<file path="config.mk">
export PLATFORM = sky130hd
export DESIGN_NAME = axi4_lite_regfile
export DESIGN_NICKNAME = d
export VERILOG_FILES = /design/src/rtl/axi4_lite_pkg.sv /design/src/rtl/axi4_lite_wstrb_merge.sv /design/src/rtl/axi4_lite_regfile.sv
export SDC_FILE = /design/constraint.sdc
export NUM_CORES = 2
export LEC_CHECK = 0
export CORE_ASPECT_RATIO = 0.75
export CORE_MARGIN = 4
export CORE_UTILIZATION = 40
export DETAILED_ROUTE_END_ITERATION = 6
export PLACE_DENSITY = 0.6
export REMOVE_ABC_BUFFERS = 1
export SLEW_MARGIN = 20
export SYNTH_ARGS = -nofsm -noshare
export SYNTH_HDL_FRONTEND = slang
export SYNTH_HIERARCHICAL = 1
export SYNTH_SLANG_ARGS = --single-unit
</file>
<file path="constraint.sdc">
create_clock -name ACLK -period 6 [get_ports ACLK]
set_input_delay 0.9 -clock ACLK [delete_from_list [all_inputs] [get_ports ACLK]]
set_output_delay 0.9 -clock ACLK [all_outputs]
set_load 0.005 [all_outputs]
</file>
<file path="src/rtl/axi4_lite_pkg.sv">
// Shared response codes and FSM state types for the AXI4-Lite register file.
package axi4_lite_pkg;

  localparam logic [1:0] RESP_OKAY   = 2'b00;
  localparam logic [1:0] RESP_SLVERR = 2'b10;

  typedef enum logic {
    WR_COLLECT = 1'b0,
    WR_RESP    = 1'b1
  } wr_state_t;

  typedef enum logic {
    RD_ADDR = 1'b0,
    RD_DATA = 1'b1
  } rd_state_t;

endpackage

</file>
<file path="src/rtl/axi4_lite_wstrb_merge.sv">
// Byte-lane merge: each lane takes i_new where its strobe bit is set, else keeps i_old.
module axi4_lite_wstrb_merge #(
  parameter int DATA_WIDTH = 32
) (
  input  logic [DATA_WIDTH-1:0]   i_old,
  input  logic [DATA_WIDTH-1:0]   i_new,
  input  logic [DATA_WIDTH/8-1:0] i_strb,
  output logic [DATA_WIDTH-1:0]   o_merged
);

  localparam int STRB_W = DATA_WIDTH / 8;

  always_comb begin
    o_merged = i_old;
    for (int b = 0; b < STRB_W; b++) begin
      if (i_strb[b]) begin
        o_merged[8*b +: 8] = i_new[8*b +: 8];
      end
    end
  end

endmodule

</file>
<file path="src/rtl/axi4_lite_regfile.sv">
// AXI4-Lite slave register file with independent write and read FSMs, byte strobes,
// read-only register mask and SLVERR for out-of-range or read-only writes.
module axi4_lite_regfile
  import axi4_lite_pkg::*;
#(
  parameter int                  ADDRESS    = 32,
  parameter int                  DATA_WIDTH = 32,
  parameter int                  NUM_REGS   = 32,
  parameter logic [NUM_REGS-1:0] RO_MASK    = '0
) (
  input  logic                    ACLK,
  input  logic                    ARESETN,
  input  logic [ADDRESS-1:0]      S_AWADDR,
  input  logic                    S_AWVALID,
  output logic                    S_AWREADY,
  input  logic [DATA_WIDTH-1:0]   S_WDATA,
  input  logic [DATA_WIDTH/8-1:0] S_WSTRB,
  input  logic                    S_WVALID,
  output logic                    S_WREADY,
  output logic [1:0]              S_BRESP,
  output logic                    S_BVALID,
  input  logic                    S_BREADY,
  input  logic [ADDRESS-1:0]      S_ARADDR,
  input  logic                    S_ARVALID,
  output logic                    S_ARREADY,
  output logic [DATA_WIDTH-1:0]   S_RDATA,
  output logic [1:0]              S_RRESP,
  output logic                    S_RVALID,
  input  logic                    S_RREADY,
  output wr_state_t               o_dbg_wr_state,
  output rd_state_t               o_dbg_rd_state
);

  // Handshakes: a beat transfers on a rising edge where VALID and READY are both 1.
  // VALID outputs come only from registers; READY outputs are forced low in reset.

  localparam int STRB_W = DATA_WIDTH / 8;
  localparam int OFF_W  = $clog2(STRB_W);
  localparam int IDX_W  = $clog2(NUM_REGS);

  logic [DATA_WIDTH-1:0] r_regs [NUM_REGS];

  // ---------------- write path ----------------
  wr_state_t             r_wr_state;
  wr_state_t             w_wr_state_next;
  logic                  r_aw_held;
  logic                  r_w_held;
  logic [ADDRESS-1:0]    r_awaddr;
  logic [DATA_WIDTH-1:0] r_wdata;
  logic [STRB_W-1:0]     r_wstrb;
  logic                  r_bvalid;
  logic [1:0]            r_bresp;

  logic                  w_aw_rdy;
  logic                  w_w_rdy;
  logic                  w_aw_hs;
  logic                  w_w_hs;
  logic                  w_commit;
  logic [ADDRESS-1:0]    w_wr_addr;
  logic [DATA_WIDTH-1:0] w_wr_data;
  logic [STRB_W-1:0]     w_wr_strb;
  logic [IDX_W-1:0]      w_wr_idx;
  logic                  w_wr_in_range;
  logic                  w_wr_ok;
  logic [DATA_WIDTH-1:0] w_merged;

  // A channel arriving on the commit edge is used directly rather than via its holding register.
  assign w_wr_addr     = r_aw_held ? r_awaddr : S_AWADDR;
  assign w_wr_data     = r_w_held  ? r_wdata  : S_WDATA;
  assign w_wr_strb     = r_w_held  ? r_wstrb  : S_WSTRB;
  assign w_wr_idx      = w_wr_addr[OFF_W +: IDX_W];
  assign w_wr_in_range = (w_wr_addr >> OFF_W) < ADDRESS'(NUM_REGS);
  assign w_wr_ok       = w_wr_in_range && !RO_MASK[w_wr_idx];

  always_comb begin
    w_wr_state_next = r_wr_state;
    w_aw_rdy        = 1'b0;
    w_w_rdy         = 1'b0;
    w_aw_hs         = 1'b0;
    w_w_hs          = 1'b0;
    w_commit        = 1'b0;
    case (r_wr_state)
      WR_COLLECT: begin
        w_aw_rdy = ARESETN && !r_aw_held;
        w_w_rdy  = ARESETN && !r_w_held;
        w_aw_hs  = S_AWVALID && w_aw_rdy;
        w_w_hs   = S_WVALID && w_w_rdy;
        if ((r_aw_held || w_aw_hs) && (r_w_held || w_w_hs)) begin
          w_commit        = ARESETN;
          w_wr_state_next = WR_RESP;
        end
      end
      WR_RESP: begin
        if (S_BREADY) begin
          w_wr_state_next = WR_COLLECT;
        end
      end
      default: w_wr_state_next = WR_COLLECT;
    endcase
  end

  always_ff @(posedge ACLK) begin
    if (!ARESETN) begin
      r_wr_state <= WR_COLLECT;
    end else begin
      r_wr_state <= w_wr_state_next;
    end
  end

  always_ff @(posedge ACLK) begin
    if (!ARESETN) begin
      r_aw_held <= 1'b0;
      r_w_held  <= 1'b0;
      r_awaddr  <= '0;
      r_wdata   <= '0;
      r_wstrb   <= '0;
    end else if (r_wr_state == WR_RESP && S_BREADY) begin
      r_aw_held <= 1'b0;
      r_w_held  <= 1'b0;
    end else begin
      if (w_aw_hs) begin
        r_aw_held <= 1'b1;
        r_awaddr  <= S_AWADDR;
      end
      if (w_w_hs) begin
        r_w_held <= 1'b1;
        r_wdata  <= S_WDATA;
        r_wstrb  <= S_WSTRB;
      end
    end
  end

  always_ff @(posedge ACLK) begin
    if (!ARESETN) begin
      r_bvalid <= 1'b0;
      r_bresp  <= RESP_OKAY;
    end else if (w_commit) begin
      r_bvalid <= 1'b1;
      r_bresp  <= w_wr_ok ? RESP_OKAY : RESP_SLVERR;
    end else if (r_bvalid && S_BREADY) begin
      r_bvalid <= 1'b0;
    end
  end

  axi4_lite_wstrb_merge #(
    .DATA_WIDTH (DATA_WIDTH)
  ) u_merge (
    .i_old    (r_regs[w_wr_idx]),
    .i_new    (w_wr_data),
    .i_strb   (w_wr_strb),
    .o_merged (w_merged)
  );

  always_ff @(posedge ACLK) begin
    if (!ARESETN) begin
      for (int i = 0; i < NUM_REGS; i++) begin
        r_regs[i] <= '0;
      end
    end else if (w_commit && w_wr_ok) begin
      r_regs[w_wr_idx] <= w_merged;
    end
  end

  // ---------------- read path ----------------
  rd_state_t             r_rd_state;
  rd_state_t             w_rd_state_next;
  logic                  w_ar_rdy;
  logic                  w_ar_hs;
  logic [IDX_W-1:0]      w_rd_idx;
  logic                  w_rd_in_range;
  logic                  r_rvalid;
  logic [DATA_WIDTH-1:0] r_rdata;
  logic [1:0]            r_rresp;

  assign w_rd_idx      = S_ARADDR[OFF_W +: IDX_W];
  assign w_rd_in_range = (S_ARADDR >> OFF_W) < ADDRESS'(NUM_REGS);

  always_comb begin
    w_rd_state_next = r_rd_state;
    w_ar_rdy        = 1'b0;
    w_ar_hs         = 1'b0;
    case (r_rd_state)
      RD_ADDR: begin
        w_ar_rdy = ARESETN;
        w_ar_hs  = S_ARVALID && w_ar_rdy;
        if (w_ar_hs) begin
          w_rd_state_next = RD_DATA;
        end
      end
      RD_DATA: begin
        if (S_RREADY) begin
          w_rd_state_next = RD_ADDR;
        end
      end
      default: w_rd_state_next = RD_ADDR;
    endcase
  end

  always_ff @(posedge ACLK) begin
    if (!ARESETN) begin
      r_rd_state <= RD_ADDR;
    end else begin
      r_rd_state <= w_rd_state_next;
    end
  end

  // Storage is updated with <=, so a same-edge write is not yet visible to this capture.
  always_ff @(posedge ACLK) begin
    if (!ARESETN) begin
      r_rvalid <= 1'b0;
      r_rdata  <= '0;
      r_rresp  <= RESP_OKAY;
    end else if (w_ar_hs) begin
      r_rvalid <= 1'b1;
      r_rdata  <= w_rd_in_range ? r_regs[w_rd_idx] : '0;
      r_rresp  <= w_rd_in_range ? RESP_OKAY : RESP_SLVERR;
    end else if (r_rvalid && S_RREADY) begin
      r_rvalid <= 1'b0;
    end
  end

  logic w_unused_addr_lsbs;
  assign w_unused_addr_lsbs = ^{w_wr_addr[OFF_W-1:0], S_ARADDR[OFF_W-1:0]};

  assign S_AWREADY      = w_aw_rdy;
  assign S_WREADY       = w_w_rdy;
  assign S_BVALID       = r_bvalid;
  assign S_BRESP        = r_bresp;
  assign S_ARREADY      = w_ar_rdy;
  assign S_RVALID       = r_rvalid;
  assign S_RDATA        = r_rdata;
  assign S_RRESP        = r_rresp;
  assign o_dbg_wr_state = r_wr_state;
  assign o_dbg_rd_state = r_rd_state;

endmodule

</file>
==> flow_metrics.tcl <==
set metrics [dict create \
    status "finished with violations" \
    violations "design-rule violations" \
    die_height_um 337 \
    hp-class "reg -> reg" \
    part_of_the_power_in_the_clock_network_pct 38.8 \
    number_of_standard_cells_after_synthesis 4527 \
    post-route-min-period_ps 4240 \
    netsw_uw 4930 \
    global_route_wire_length_before_repair_um 296000 \
    final_area_um2 65700 \
    multi_input_comb_area_um2 23600 \
    power-per-cell-area_nw_per_um2 285 \
    synth.lib_cells_used.distinct 51 \
    startpoint_of_the_worst_hold_path "r_wdata[26]" \
    cts-root-to-sink-buffers 3 \
    routability_driven_placement_congestion_ratio 0.856 \
    initialDrtViolationCount 6455 \
    mostFrequentLayoutCells "1067 x nor2_1, 1024 x edfxtp_1, 443 x mux4_2" \
    firstDrtPassIters 7 \
    drive_gt1_share_pct 20.6 \
    vdd_ir_drop_max_mv 0.283 \
    ys_top_cells_by_area "edfxtp_1 53%, mux4_2 17%, nor2_1 6.9%, dfxtp_1 3.7%, nand2_1 2.8%" \
    cp-start-kind "flop" \
    i_o_pin_cnt 150 \
    timing.rr.start "r_aw_held" \
    critical_path_peak_fanout 29 \
    startpoint "r_aw_held" \
    worst_hold_path.endpoint "r_wdata[26]" \
    globalRouteMet3Util_pct 7.55 \
    h-tree-depth 3 \
    timing.critical_path.required_ps 6450 \
    antenna_found_initial 3 \
    cts_setup_buffers 0 \
    drc 2 \
    fmaxAchievable_mhz 236 \
    synth.cell_area_um2 57800 \
    post_synth_fa_ha_maj_area_fraction_pct 0 \
    rows 120 \
    num-nets-final 4618 \
    tritoncts.num_buffers 113 \
    avgRoutedWirePerCell_um 32.2 \
    yosysWarningCount 6 \
    synth.avg_cell_area_um2 12.8 \
    worstPathArrival_ps 4680 \
    diodes 0 \
    int_power_uw 13800 \
    cts_root_buffer "clkbuf_16" \
    clock_pin_slew_of_the_registers_on_the_worst_case_setup_and_hold_paths_ps 60 \
    filler_cell_count 12800 \
    globalRouteOverflowTotal 0 \
    synthMuxAreaShare_pct 20.7 \
    postSynthRegisterBits 1130 \
    dpl.hpwl_um 122000 \
    post-route-period-util_pct 70.6 \
    crit-reg2reg-capture "r_regs[29][28]" \
    worstMarginPinSlew_ps 1230 \
    ys_seq_area_share_pct 56.9 \
    grt.met1_usage_pct 37.8 \
    portion_of_total_power_attributed_to_sequential_cells_pct 47.9 \
    synth_ff_type "edfxtp_1" \
    vias_per_cell 6.47 \
    routed-via-count 42100 \
    worst_clock_skew_ps 36.2 \
    drt-total-wl_um 209000 \
    most_common_cell_after_layout_fill_and_taps_aside "nor2_1" \
    utilization_pct 45.9 \
    initial_core_util_pct 40.4 \
    placedInstanceArea_um2 62000 \
    core-area_um2 143000 \
    yosys.area.top_type "edfxtp_1" \
    cts_tree "done" \
    area_delta_synth_final_pct 13.7 \
    largest_net_degree_at_the_start_of_global_routing 111 \
    rsz0062_at_grt "false" \
    yosys.area_share.xor_xnor_pct 0 \
    static_leak_uw 0.0208 \
    fin_tns_setup_ps 0 \
    ff_latch_area_um2 32900 \
    worst_setup_path_end_kind "flop" \
    reg2reg_depth 11 \
    count_of_flip_flops_with_a_built_in_enable_after_synthesis 1024 \
    slew_headroom_pct 18.3 \
    synth_async_sr_flop_share_pct 0 \
    regToRegSetupSlack_ps 1760 \
    total_power_uw 18700 \
    synth_simple_gate_area_share_pct 12.1 \
    drt.antenna.violating_nets 0 \
    synth_top_family_by_area "multiplexers" \
    crit_type "reg -> reg" \
    cts_resized 0 \
    finalSetupViolCount 0 \
    gr-usage-all-layers_pct 27.3 \
    combPwrFrac_pct 13.3 \
    design.die.area_um2 151000 \
    first_global_vias 41000 \
    maxCapViolations 0 \
    power_switching_share_pct 26.4 \
    busiest_layer "met2" \
    die_width_um 447 \
    slew_viol_final 0 \
    met2_usage_pct 41.7 \
    clock_latency_ps 760 \
    cts_hold_repair.buffers 0 \
    portBuffers 143 \
    worst_hold_path.num_cells 2 \
    final_hold_viol_count 0 \
    synth_largest_type_area_fraction_pct 53.2 \
    synth_compound_area_share_pct 7.06 \
    clkSinkCount 1130 \
]
synthesized netlist by cell type (5+ instances only):
library cell / instances
nand2b_1: 8
a22o_1: 36
a21boi_0: 67
a22oi_1: 92
a2111oi_0: 31
a211oi_1: 9
edfxtp_1: 1024
nand4_1: 43
a31oi_1: 5
or2_2: 6
nor2_1: 1068
nand3_1: 8
o22ai_1: 34
nor4_1: 16
dfxtp_1: 106
mux2i_1: 69
a41oi_1: 28
or4_1: 8
nand2_1: 435
and3_1: 33
mux2_4: 33
o21ai_0: 243
buf_1: 62
clkbuf_1: 254
nand3b_1: 31
buf_2: 103
a21oi_1: 69
buf_6: 11
nor2b_1: 42
mux2_2: 69
mux4_2: 443
power groups by stage:
stage	registers, uW	clock network, uW	logic, uW
after floorplan	9110	0	1330
after global placement	9110	0	2420
after detailed placement	9130	0	2430
after CTS	8960	7320	2440
after global routing	8990	7640	2570
final	8970	7260	2490
flip-flops by register name, indices dropped and copies added, names as in the netlist:
register,cells
S_RVALID,1
S_BRESP,1
r_regs,1024
o_dbg_rd_state,1
S_RDATA,32
o_dbg_wr_state,1
r_aw_held,1
r_wdata,32
r_w_held,1
S_BVALID,1
S_RRESP,1
r_awaddr,30
r_wstrb,4
worst max-delay path by stage:
stage | endpoint | slack [ps] | depth (start not counted)
final | r_regs[29][28] | 1760 | 11
after global routing | r_regs[29][28] | 1560 | 11
after CTS | r_regs[29][28] | 1770 | 11
after detailed placement | r_regs[4][28] | 1100 | 11
after global placement | r_regs[25][28] | 1150 | 11
after floorplan | r_regs[2][0] | -11660 | 3
metrics by stage:
stage,std cells,hold slack [ps],setup slack [ps]
floorplan,4094,440,-11660
global placement,6286,446,1150
detailed placement,6287,455,1100
CTS,6502,465,1770
global route,6502,482,1560
finish,6502,461,1760
layout make-up:
type                            instances  area share (%)
Clock buffer                          147            4.70
Clock inverter                         68           0.926
Inverter                                1         0.00572
Multi-Input combinational cell       2963            36.0
Sequential cell                      1130            50.1
Tap cell                             1891            3.60
Timing Repair Buffer                  302            4.70
critical path, stage by stage, from the launching register on:
cell and delay, ps:
dfxtp_2 540, buf_4 410, mux2_8 500, buf_12 330
buf_4 310, mux4_2 550, a22o_1 260, a31oi_1 210
nand4_1 140, mux2_4 360, nand2_1 150, nor2_1 60
per-layer routing:
layer,up-vias,wire [um]
li1,17100,-
met1,21300,79200
met2,3189,92900
met3,484,29600
met4,0,7680
met5,-,0
logic make-up (layout without fill, tap and decap cells):
logic type | Yosys count | in the layout
mux | 614 | 614
flops | 1130 | 1130
compound gates | 634 | 634
simple gates | 1713 | 1713
other cells | 1 | 2
buf+inv | 435 | 518
Power figures use the tool's default switching activity.
